[src/rtl/mac_dot_acc_if.sv]
// mac_dot_acc stream/control bundle: start/len control,
// product input stream, dot-product result stream.
interface mac_dot_acc_if #(
  parameter int BWOP  = 32,
  parameter int BWACC = 40,
  parameter int LENW  = 8
);
  logic             start;
  logic [LENW-1:0]  cfg_len;
  logic             busy;
  logic             in_valid;
  logic             in_ready;
  logic [BWOP-1:0]  in_data;
  logic             out_valid;
  logic             out_ready;
  logic [BWACC-1:0] out_data;
  logic             out_ovf;

  modport master (
    output start, cfg_len,
    output in_valid, in_data,
    output out_ready,
    input  busy, in_ready,
    input  out_valid, out_data, out_ovf
  );

  modport slave (
    input  start, cfg_len,
    input  in_valid, in_data,
    input  out_ready,
    output busy, in_ready,
    output out_valid, out_data, out_ovf
  );
endinterface

[src/rtl/mac_dot_acc.sv]
// Dot-product accumulator: sums cfg_len products into a
// wide result. MAC_DOT_ACC_SAT_EN: saturate instead of wrap.
module mac_dot_acc #(
  parameter int BWOP  = 32,
  parameter int BWACC = 40,
  parameter int LENW  = 8
) (
  input logic clk,
  input logic rst,
  mac_dot_acc_if.slave bus
);

  typedef enum logic [1:0] {
    S_IDLE = 2'd0,
    S_ACC  = 2'd1,
    S_DONE = 2'd2
  } state_t;

  state_t           r_state;
  state_t           w_next;
  logic [BWACC-1:0] r_acc;
  logic [LENW-1:0]  r_cnt;
  logic             r_ovf;
  logic             w_xfer;
  logic             w_start;
  logic [BWACC:0]   w_sum;
  logic             w_last;

  assign w_start = (r_state == S_IDLE) & bus.start;
  assign w_xfer  = (r_state == S_ACC) & bus.in_valid;
  assign w_last  = (r_cnt == LENW'(1));
  assign w_sum   = {1'b0, r_acc}
                 + {{(BWACC-BWOP+1){1'b0}}, bus.in_data};

  // State register
  always_ff @(posedge clk) begin
    if (rst) r_state <= S_IDLE;
    else     r_state <= w_next;
  end

  // Next-state decode
  always_comb begin
    w_next = r_state;
    unique case (r_state)
      S_IDLE: begin
        if (bus.start) begin
          if (bus.cfg_len != '0) w_next = S_ACC;
          else                   w_next = S_DONE;
        end
      end
      S_ACC: begin
        if (w_xfer && w_last) w_next = S_DONE;
      end
      S_DONE: begin
        if (bus.out_ready) w_next = S_IDLE;
      end
      default: w_next = S_IDLE;
    endcase
  end

  // Accumulator, remaining count and sticky overflow
  always_ff @(posedge clk) begin
    if (rst) begin
      r_acc <= '0;
      r_cnt <= '0;
      r_ovf <= 1'b0;
    end else if (w_start) begin
      r_acc <= '0;
      r_cnt <= bus.cfg_len;
      r_ovf <= 1'b0;
    end else if (w_xfer) begin
      r_cnt <= r_cnt - LENW'(1);
      r_ovf <= r_ovf | w_sum[BWACC];
`ifdef MAC_DOT_ACC_SAT_EN
      // Once saturated, any further add carries again
      if (w_sum[BWACC]) r_acc <= '1;
      else              r_acc <= w_sum[BWACC-1:0];
`else
      r_acc <= w_sum[BWACC-1:0];
`endif
    end
  end

  assign bus.in_ready  = (r_state == S_ACC);
  assign bus.out_valid = (r_state == S_DONE);
  assign bus.busy      = (r_state != S_IDLE);
  assign bus.out_data  = (r_state == S_DONE) ? r_acc : '0;
  assign bus.out_ovf   = (r_state == S_DONE) & r_ovf;

endmodule

[src/flat_wrapper.sv]
// flat-port wrapper written by rule: the top's interface ports become plain ports
module mac_dot_acc_flat 
#(
  parameter int BWOP  = 32,
  parameter int BWACC = 40,
  parameter int LENW  = 8
)
  (clk, rst, bus_start, bus_cfg_len, bus_in_valid, bus_in_data, bus_out_ready, bus_busy, bus_in_ready, bus_out_valid, bus_out_data, bus_out_ovf);
  mac_dot_acc_if #(.BWOP(BWOP), .BWACC(BWACC), .LENW(LENW)) bus_i ();
  input logic clk;
  input logic rst;
  input wire logic [$bits(bus_i.start)-1:0] bus_start;
  input wire logic [$bits(bus_i.cfg_len)-1:0] bus_cfg_len;
  input wire logic [$bits(bus_i.in_valid)-1:0] bus_in_valid;
  input wire logic [$bits(bus_i.in_data)-1:0] bus_in_data;
  input wire logic [$bits(bus_i.out_ready)-1:0] bus_out_ready;
  output wire logic [$bits(bus_i.busy)-1:0] bus_busy;
  output wire logic [$bits(bus_i.in_ready)-1:0] bus_in_ready;
  output wire logic [$bits(bus_i.out_valid)-1:0] bus_out_valid;
  output wire logic [$bits(bus_i.out_data)-1:0] bus_out_data;
  output wire logic [$bits(bus_i.out_ovf)-1:0] bus_out_ovf;
  assign bus_i.start = bus_start;
  assign bus_i.cfg_len = bus_cfg_len;
  assign bus_i.in_valid = bus_in_valid;
  assign bus_i.in_data = bus_in_data;
  assign bus_i.out_ready = bus_out_ready;
  assign bus_busy = bus_i.busy;
  assign bus_in_ready = bus_i.in_ready;
  assign bus_out_valid = bus_i.out_valid;
  assign bus_out_data = bus_i.out_data;
  assign bus_out_ovf = bus_i.out_ovf;
  mac_dot_acc #(.BWOP(BWOP), .BWACC(BWACC), .LENW(LENW)) u_core (.clk(clk), .rst(rst), .bus(bus_i));
endmodule
[config.mk]
export PLATFORM = sky130hd
export DESIGN_NAME = mac_dot_acc_flat
export DESIGN_NICKNAME = d
export VERILOG_FILES = /design/src/rtl/mac_dot_acc_if.sv /design/src/rtl/mac_dot_acc.sv /design/src/flat_wrapper.sv
export SDC_FILE = /design/constraint.sdc
export NUM_CORES = 1
export LEC_CHECK = 0
export BUFFER_PORTS_ARGS = -buffer_cell sky130_fd_sc_hd__buf_4
export CORE_MARGIN = 1
export CORE_UTILIZATION = 60
export CTS_CLUSTER_SIZE = 10
export DETAILED_ROUTE_END_ITERATION = 10
export HOLD_SLACK_MARGIN = 0.06
export PLACE_DENSITY = 0.88
export REMOVE_ABC_BUFFERS = 1
export SLEW_MARGIN = 10
export SYNTH_ARGS = -nofsm -noshare
export SYNTH_HDL_FRONTEND = slang
export SYNTH_SLANG_ARGS = --single-unit
[constraint.sdc]
create_clock -name clk -period 7.1 [get_ports clk]
set_input_delay 0.355 -clock clk [delete_from_list [all_inputs] [get_ports clk]]
set_output_delay 0.355 -clock clk [all_outputs]
set_load 0.01 [all_outputs]
==> results of run 1 <==
==> sequential cells by signal, indices dropped and copies added (netlist names) <==
| register | flops |
|---|---|
| u_core.r_acc | 40 |
| u_core.r_cnt | 8 |
| u_core.r_ovf | 1 |
| u_core.r_state | 2 |
==> cells in the mapped netlist (2+ instances only) <==
master / count
a31o_2: 4
nor4_1: 8
a221oi_1: 5
o21a_1: 6
a21oi_1: 65
or3_1: 5
nor4b_1: 2
ha_1: 34
inv_1: 13
a211o_1: 4
o211ai_2: 2
nor3_1: 10
and2b_1: 2
nand2_1: 65
a211oi_1: 5
nand2b_1: 2
mux2i_1: 3
a31oi_1: 9
a41o_1: 2
nor2b_1: 4
dfxtp_1: 51
o21ai_0: 20
buf_2: 5
and3_1: 7
and2_1: 45
o21bai_1: 7
xnor2_1: 16
clkbuf_1: 18
o21ai_1: 2
and4_1: 3
o211ai_1: 5
nand3_1: 20
o2111ai_1: 2
nor2_1: 35
nand4_1: 9
a21o_1: 13
xor2_1: 7
buf_1: 2
o31ai_1: 2
a22oi_1: 2
a311o_1: 2
==> worst max-delay path, delay by kind of cell (launching register included) <==
kind | cells | cell delay [ps]
AOI/OAI and AO/OA | 6 | 1510
adders and majority gates | 2 | 650
DFF | 1 | 340
xor gates and xnor gates | 1 | 160
and+or+nand+nor | 1 | 70
==> routing by layer <==
metal / wire (um) / track usage [%] / up-vias / part of all wire (%)
met1: 4420 / 36.2 / 2012 / 42
met5: 0 / 0 / - / 0
met2: 5130 / 53.2 / 185 / 49
met4: 214 / 11.2 / 0 / 2.0
met3: 779 / 4.82 / 26 / 7.4
li1: - / - / 2105 / -
==> worst paths after layout <==
path                 endpoint  slack (ps)
min           u_core.r_cnt[6]         280
min reg2reg   u_core.r_cnt[6]         470
max reg2reg  u_core.r_acc[24]        4300
max          u_core.r_acc[24]        4300
==> cell families (layout without fill, tap and decap cells) <==
group | count (synthesis) | count (layout) | synth area share, %
multiplexers | 3 | 3 | 0.737
adder cells (fa/ha/maj) | 35 | 35 | 10.9
AO/OA/AOI/OAI | 166 | 166 | 26.8
AND/OR/NAND/NOR | 222 | 222 | 27.9
XOR/XNOR | 23 | 23 | 4.94
buffers and inverters | 38 | 114 | 3.65
flip-flops | 51 | 51 | 25.0
==> area by class of cell <==
class,instances,share of cell area (%)
clock buffers,5,1.42
clock inverters,3,0.412
inverters,13,1.00
multi-input cells,449,59.8
flip-flops and latches,51,21.0
well taps,77,1.98
repair buffers,93,14.4
==> power breakdown <==
group | switching [mW] | internal (mW)
Combinational | 0.135 | 0.0913
Sequential | 0.0147 | 0.302
Clock | 0.108 | 0.0690
Total | 0.258 | 0.462
==> layout by cell type, fill, tap and decap left out, drive strengths merged, types with 5 or more instances in the layout <==
cell type and instances:
buf 93, and2 45, nand4 9, o211ai 7, nor4 8, a211oi 5
ha 34, a21oi 65, xor2 7, a21o 13, o21bai 7, a31oi 9
and3 7, or3 5, nor3 10, o21a 6, xnor2 16, a221oi 5
nor2 35, inv 13, clkbuf 5, dfxtp 51, nand3 20, nand2 65
o21ai 23
==> metrics by stage <==
stage          cell area [um^2]  instances  power [mW]  hold slack, ps
2_1_floorplan              3980        513       0.470             424
3_3_place_gp               4770        683       0.538             448
3_5_place_dp               4770        683       0.545             454
4_1_cts                    4860        691       0.718             274
5_1_grt                    4860        691       0.755             285
6_report                   4860        691       0.720             285
==> out/results.txt, run 1 <==
Status: finished with violations
Failing checks: DRC
H-Tree Depth: 2
Setup slack at placement: 4240 ps
CP Launch Type: flop
Max Slew Vio Count: 0
Critical-path top delay cell: fa_1
Clock Skew: 4.90 ps
Synth-to-Final Area Change: 19.3%
Multi-input gate area: 0.00291 mm^2
Initial DRC Count: 350
Async SR Flop Fraction: 0%
Mean Syn Cell Area: 7.58 um^2
CP arrival: 3040 ps
Final WS setup: 4300 ps
DRT antenna net count: 0
WHS Path Cells: 2
Unrepaired setup endpoints after global routing: false
Vias in the first global route: 4078
Area share of the largest cell type after synthesis: 25.0%
TritonCTS Buffers: 5
Synth area leaders: dfxtp_1 25%, ha_1 10%, a21oi_1 8.0%
Slowest stage delay, CP: 430 ps
# resized after CTS: 0
Vias: 4328
Total gr overflow: 0
R2r worst-path depth: 10
Hold Crit Class: input pin to flop
Routed WL per cell: 15.3 um
Max Cap Viol: 0
EDFF count, synth: 0
Vias/cell: 6.26
Layout cell share with drive strength beyond 1: 18.6%
Initial Utilization: 63.1%
Cells after synthesis: 538
Die width: 84.4 um
Die Height: 84.4 um
Pwr dens: 148 mW/mm^2
CTS tree: yes
Routed WL: 10500 um
Worst Path Required: 7340 ps
Initial antenna violation count: 0
Worst slew pin tran: 718 ps
Router iterations before antenna repair: 8
Cell variety after synth: 56
Worst skew pair latency: 310 ps
Ant diodes: 0
Max IR drop VDD: 0.000111 V
CP Cell Sequence: ha_1, fa_1, a211oi_1, o21bai_1, o21ai_1, o211ai_2, a221oi_1, xnor2_1, nand2_1, a21oi_1
Ys Warns: 0
CTS Root Cell: clkbuf_8
Sequential-to-total area share from yosys stat: 25.0%
Largest net degree at the start of global routing: 44
Hold Startpoint: rst
Rows: 29
Post-layout util: 75.3%
CP max FO: 5
TNS Setup: 0 ps
Ys flop type: dfxtp_1
Hold_buf cts: 0
Worst rel slew slack: 52.0%
Final #Nets: 693
Detailed Place HPWL: 7790 um
Crit share post-route: 39.4%
Critical Path End Type: flop
Leading area contributor after synthesis: dfxtp_1
Seq cells post-synth: 51
First-pass GRT wire length: 17700 um
Lkg Pwr: 2.21 nW
Drt drc: 8
Final hold vios: 0
Ports: 89
Crit Reg-Reg Startpoint: u_core.r_acc[0]
CP Class: flop to flop
Final setup fails: 0
Min Tclk post-route: 2800 ps
GRT Overall Usage: 29.9%
Num Clock Sinks: 51
Die area: 0.00713 mm^2
Port Buffers: 88
Clock input transition at the sequential cells of the worst setup and hold paths: 100 ps
Fillers: 520
Clock tree buffer depth: 2
Core area: 0.00646 mm^2
Setup bufs post-CTS: 0
Crit path from: u_core.r_acc[0]
Post-synthesis cell area: 0.00408 mm^2
Routability Congestion: 0.898
Achievable Freq: 357 MHz
Register area: 0.00102 mm^2
Note: power is estimated with default switching activity, not from simulation.
==> inputs of run 2 (changes only) <==
- CORE_UTILIZATION: 60 -> 50
- PLACE_DENSITY: 0.88 -> 0.78
- clock period: 7.1 -> 2.5 ns (I/O delays scaled with it)
==> out/results.txt, run 2 (synthesis results as in run 1) <==
Status: finished, final reports clean
GRT Overall Usage: 26.0% (-3.8 points)
Die Height: 92.3 um (+9.3%)
Switching share of total power: 35.2% (-0.62 points)
Vias/cell: 5.94 (-5.2%)
CP Launch Type: flop
Register area: 0.00103 mm^2 (+1.1%)
Psw: 0.746 mW (+190%)
Num Clock Sinks: 51 (unchanged)
Max Cap Viol: 0 (unchanged)
Port Buffers: 88 (unchanged)
Core area: 0.00781 mm^2 (+21%)
Most common cell after layout, fill and taps aside: buf_4
Design Power: 2.12 mW (+190%)
Fillers: 653 (+26%)
Synth-to-Final Area Change: 30.0%
Final hold vios: 0 (unchanged)
Highest-count cells in the layout ignoring fill and taps: 116 x buf_4, 65 x nand2_1, 60 x a21oi_1
Clock power frac: 23.2% (-1.4 points)
Detailed Place HPWL: 8220 um (+5.5%)
Vias in the first global route: 4042 (-0.88%)
CP Class: flop to flop
Routed WL: 11300 um (+7.0%)
Slowest stage delay, CP: 430 ps (about the same)
Clock Skew: 14.0 ps (+9.09 ps)
CP max FO: 3 (-2)
Ant diodes: 0 (unchanged)
Worst Path Required: 2720 ps (-4620 ps)
Rows: 32 (+10%)
Unrepaired setup endpoints after global routing: true
H-Tree Depth: 2 (unchanged)
Largest register by flop count: u_core.r_acc
Pwr dens: 400 mW/mm^2 (+170%)
Final setup fails: 0 (unchanged)
Max IR drop VDD: 0.000235 V (+110%)
Crit share post-route: 97.3% (+58 points)
Sequential power share: 42.5% (-1.5 points)
Router iterations before antenna repair: 7 (-1)
CTS tree: yes
Layout cell share with drive strength beyond 1: 27.3% (+8.7 points)
CTS Root Cell: clkbuf_8
Drt drc: 0 (-8)
Largest net degree at the start of global routing: 37 (-16%)
Combinational share of power: 34.3% (+2.9 points)
Hold Crit Class: input pin to flop
TritonCTS Buffers: 5 (unchanged)
Vias: 4394 (+1.5%)
Max Slew Vio Count: 0 (unchanged)
Initial antenna violation count: 0 (unchanged)
Critical-path top delay cell: fa_2
Clock tree buffer depth: 2 (unchanged)
Worst skew pair latency: 320 ps (about the same)
Final #Nets: 717 (+3.5%)
Routed WL per cell: 15.3 um (about the same)
P_int: 1.37 mW (+200%)
Min Tclk post-route: 2430 ps (-367 ps)
Clock input transition at the sequential cells of the worst setup and hold paths: 110 ps (about the same)
Initial DRC Count: 245 (-30%)
First-pass GRT wire length: 18200 um (+2.8%)
Final WS setup: 67.2 ps (-4230 ps)
Routability Congestion: 0.938 (+4.4%)
Die area: 0.00852 mm^2 (+19%)
CP arrival: 2650 ps (-390 ps)
Total gr overflow: 0 (unchanged)
Lkg Pwr: 2.34 nW (+6.1%)
Initial Utilization: 52.2% (-11 points)
Ports: 89 (unchanged)
Worst rel slew slack: 60.6% (+8.6 points)
Biggest regs: u_core.r_acc: 40 flops, u_core.r_cnt: 8 flops, u_core.r_state: 2 flops
Multi-input gate area: 0.00313 mm^2 (+7.5%)
Setup slack at placement: -77.5 ps (-4320 ps)
CP Cell Sequence: ha_4, fa_2, a211oi_4, o21bai_2, o211ai_1, a21boi_1, or2_2, a21oi_2, or4_1, nand3_1
Critical Path End Type: flop
DRT antenna net count: 0 (unchanged)
Max reg flops: 40 (unchanged)
Achievable Freq: 411 MHz (+15%)
Worst slew pin tran: 589 ps (-129 ps)
Die width: 92.3 um (+9.3%)
==> run 2: worst paths after layout <==
kind	start	end	slack, ps	cells after the start
worst max-delay path	u_core.r_acc[0]	u_core.r_acc[26]	70	10
worst min-delay path	bus_cfg_len[7]	u_core.r_cnt[7]	60	3
worst max register to register	u_core.r_acc[0]	u_core.r_acc[26]	70	10
worst min register to register	u_core.r_acc[28]	u_core.r_acc[28]	470	2
==> run 2: power by group through the flow <==
stage          clock network [mW]  logic [mW]  registers (mW)
5_1_grt                     0.541       0.803           0.909
3_5_place_dp                    0       0.667           0.915
4_1_cts                     0.496       0.678           0.897
3_3_place_gp                    0       0.654           0.913
2_1_floorplan                   0       0.432           0.904
6_report                    0.491       0.728           0.902
==> run 2: worst max-delay path: cells and delay by family (launching register included) <==
family          cells  cell delay (ps)
simple gates        3              510
flops               1              350
compound gates      5              890
fa+ha+maj           2              590
==> run 2: timing repair <==
item	4_1_cts	5_1_grt
pin swaps	3	15
gates cloned	0	0
resized for setup	7	40
hold buffers	0	0
setup endpoints to repair	10	22
setup buffers	0	3
==> run 2: routing by layer <==
layer	vias up	track usage, %	part of all wire (%)
met1	2056	32.1	43
li1	2158	-	-
met2	161	47.7	50
met4	0	6.12	1.3
met5	-	0	0
met3	19	3.53	5.4
==> run 2: layout make-up <==
type | count | share of cell area, %
Clock buffer | 7 | 1.44
Multi-Input combinational cell | 449 | 59.0
Inverter | 13 | 0.921
Clock inverter | 1 | 0.0944
Sequential cell | 51 | 19.5
Timing Repair Buffer | 117 | 16.6
Tap cell | 102 | 2.41
==> run 2: through the flow <==
step           instance area, um^2  hold slack, ps  setup TNS [ps]  instances  util [%]
6_report                      5300            62.1               0        740      67.9
5_1_grt                       5300            64.9            -216        740      67.9
4_1_cts                       5080            62.8               0        737      65.0
3_5_place_dp                  4960             384            -286        729      63.6
3_3_place_gp                  4960             364           -8.63        729      63.6
2_1_floorplan                 3980             194               0        513         -
==> inputs of run 3 (changes only) <==
- CORE_UTILIZATION: 50 -> 51
- CTS_BUF_LIST: default -> sky130_fd_sc_hd__clkbuf_8
- PLACE_DENSITY: 0.78 -> 0.8
- SETUP_SLACK_MARGIN: default -> 0.15
==> out/results.txt, run 3 (synthesis results as in run 1) <==
Status: finished, final reports clean
Crit share post-route: 94.9% (-2.4 points)
H-Tree Depth: 2 (unchanged)
Crit Reg-Reg Startpoint: u_core.r_acc[4]
Vias in the first global route: 4233 (+4.7%)
Most common cell after layout, fill and taps aside: buf_4
R2R Setup Slk: 130 ps (+60 ps)
Worst Hold End: u_core.r_cnt[0]
Largest net degree at the start of global routing: 37 (unchanged)
Die Height: 91.4 um (-0.96%)
Routed WL: 11900 um (+5.1%)
TritonCTS Buffers: 5 (unchanged)
Total gr overflow: 0 (unchanged)
Fillers: 597 (-8.6%)
Clock input transition at the sequential cells of the worst setup and hold paths: 100 ps (about the same)
Num Clock Sinks: 51 (unchanged)
Post-layout util: 72.7% (+4.8 points)
Critical Path End Type: flop
Top routing layer in use: met4
Routed WL per cell: 15.7 um (+2.9%)
Final Cell Area: 0.00562 mm^2 (+6.0%)
Router iterations before antenna repair: 5 (-2)
Min Tclk post-route: 2370 ps (-61.1 ps)
Hold Crit Class: input pin to flop
Initial antenna violation count: 0 (unchanged)
Hold Startpoint: bus_cfg_len[0]
CP max FO: 8 (+5)
Initial DRC Count: 233 (-4.9%)
Max Cap Viol: 0 (unchanged)
Register area: 0.00103 mm^2 (+0.12%)
Clock power frac: 27.0% (+3.8 points)
Synth-to-Final Area Change: 37.8%
CP Class: flop to flop
WHS Path Cells: 3 (unchanged)
First-pass GRT wire length: 18900 um (+3.9%)
Die width: 91.4 um (-0.96%)
P_int: 1.53 mW (+11%)
Final hold vios: 0 (unchanged)
Placed Area: 0.00497 mm^2 (+0.15%)
Final setup fails: 0 (unchanged)
Achievable Freq: 422 MHz (+2.6%)
CTS Root Cell: clkbuf_8
Layout cell share with drive strength beyond 1: 32.7% (+5.4 points)
Ant diodes: 0 (unchanged)
GRT Overall Usage: 27.5% (+1.5 points)
Clock tree buffer depth: 2 (unchanged)
Rows: 32 (unchanged)
Switching share of total power: 33.9% (-1.3 points)
Highest-count cells in the layout ignoring fill and taps: 127 x buf_4, 62 x nand2_1, 52 x a21oi_1
Vias/cell: 5.93 (-0.18%)
Clock Skew: 5.03 ps (-8.96 ps)
CP arrival: 2630 ps (-20 ps)
Initial Utilization: 52.8% (+0.54 points)
Biggest regs: u_core.r_acc: 40 flops, u_core.r_cnt: 8 flops, u_core.r_state: 2 flops
Psw: 0.785 mW (+5.2%)
Met3 wire length: 636 um (+4.6%)
Metal2 WL: 5880 um (+4.0%)
Largest register by flop count: u_core.r_acc
Vias: 4481 (+2.0%)
Non-filler cells, final: 756 (+2.2%)
Worst Path Required: 2760 ps (+40 ps)
Combinational share of power: 33.9% (-0.4 points)
Worst rel slew slack: 68.4% (+7.9 points)
Ports: 89 (unchanged)
Pwr dens: 413 mW/mm^2 (+3.1%)
R2R Path End: u_core.r_acc[33]
Routability Congestion: 0.840 (-10%)
CTS tree: yes
Drt drc: 0 (unchanged)
Final #Nets: 733 (+2.2%)
Worst slew pin tran: 470 ps (-120 ps)
Core area: 0.00773 mm^2 (-1.0%)
Placed cell count: 730 (+0.14%)
Die area: 0.00835 mm^2 (-1.9%)
DRT antenna net count: 0 (unchanged)
Worst skew pair latency: 310 ps (about the same)
R2r worst-path depth: 9 (-1)
CP Launch Type: flop
Multi-input gate area: 0.00327 mm^2 (+4.7%)
Unrepaired setup endpoints after global routing: true
WHS: 82.3 ps (+20.2 ps)
Max IR drop VDD: 0.000274 V (+17%)
Max reg flops: 40 (unchanged)
Port Buffers: 88 (unchanged)
Max Slew Vio Count: 0 (unchanged)
Detailed Place HPWL: 8110 um (-1.4%)
Sequential power share: 39.1% (-3.4 points)
Post-Route M1 WL: 5100 um (+4.5%)
Lkg Pwr: 2.45 nW (+4.7%)
-- run 3: cell types whose count changed in the layout (fill, tap and decap cells not counted), sizes merged --
| cell | delta |
|---|---|
| dlygate4sd3 | +5 |
| bufinv | +1 |
| clkbuf | -1 |
| buf | +11 |
-- run 3: worst max-delay path, cell delays in order, from the launching register on --
cell,delay (ps)
dfxtp_2,350
ha_4,290
o211ai_4,90
o211a_4,280
nor4b_4,290
o21a_1,230
nor2_4,70
a41o_4,250
or3_4,340
a21oi_2,110
-- run 3: worst max-delay path by stage --
stage	start	end	slack, ps
finish	u_core.r_acc[4]	u_core.r_acc[33]	130
global route	u_core.r_acc[11]	u_core.r_acc[26]	-0.7
CTS	u_core.r_acc[0]	u_core.r_acc[24]	110
detailed placement	u_core.r_acc[0]	u_core.r_acc[26]	-80
global placement	u_core.r_acc[0]	u_core.r_acc[26]	2
floorplan	u_core.r_state[1]	u_core.r_acc[39]	30
-- run 3: cell type report --
cell class | instances | share of cell area [%]
Multi-Input combinational cell | 449 | 58.3
Tap cell | 102 | 2.27
Clock inverter | 2 | 0.624
Clock buffer | 6 | 1.47
Sequential cell | 51 | 18.4
Timing Repair Buffer | 133 | 18.1
Inverter | 13 | 0.869
-- run 3: per-stage QoR --
step	power (mW)	setup WS (ps)	setup TNS [ps]
floorplan	1.34	30.8	0
global placement	1.57	1.91	0
detailed placement	1.58	-76.3	-310
CTS	2.26	108	0
global route	2.43	-0.714	-0.714
finish	2.32	128	0
-- run 3: timing repair --
item | CTS | global route
endpoints found under the hold margin | 8 | 0
setup endpoints to repair | 20 | 25
resized for setup | 40 | 45
buffers inserted | 8 | 5
pin swaps | 20 | 32
hold buffers | 5 | 0
-- run 3: per-layer routing --
metal	vias up	track usage, %
li1	2180	-
met1	2102	33.2
met2	173	48.9
met3	26	3.69
met4	0	11.0
met5	-	0
-- run 3: power by group through the flow --
stage	Combinational, mW	Sequential, mW	Clock, mW
6_report	0.785	0.907	0.625
5_1_grt	0.856	0.914	0.661
4_1_cts	0.724	0.900	0.633
3_5_place_dp	0.668	0.915	0
3_3_place_gp	0.654	0.913	0
2_1_floorplan	0.432	0.904	0
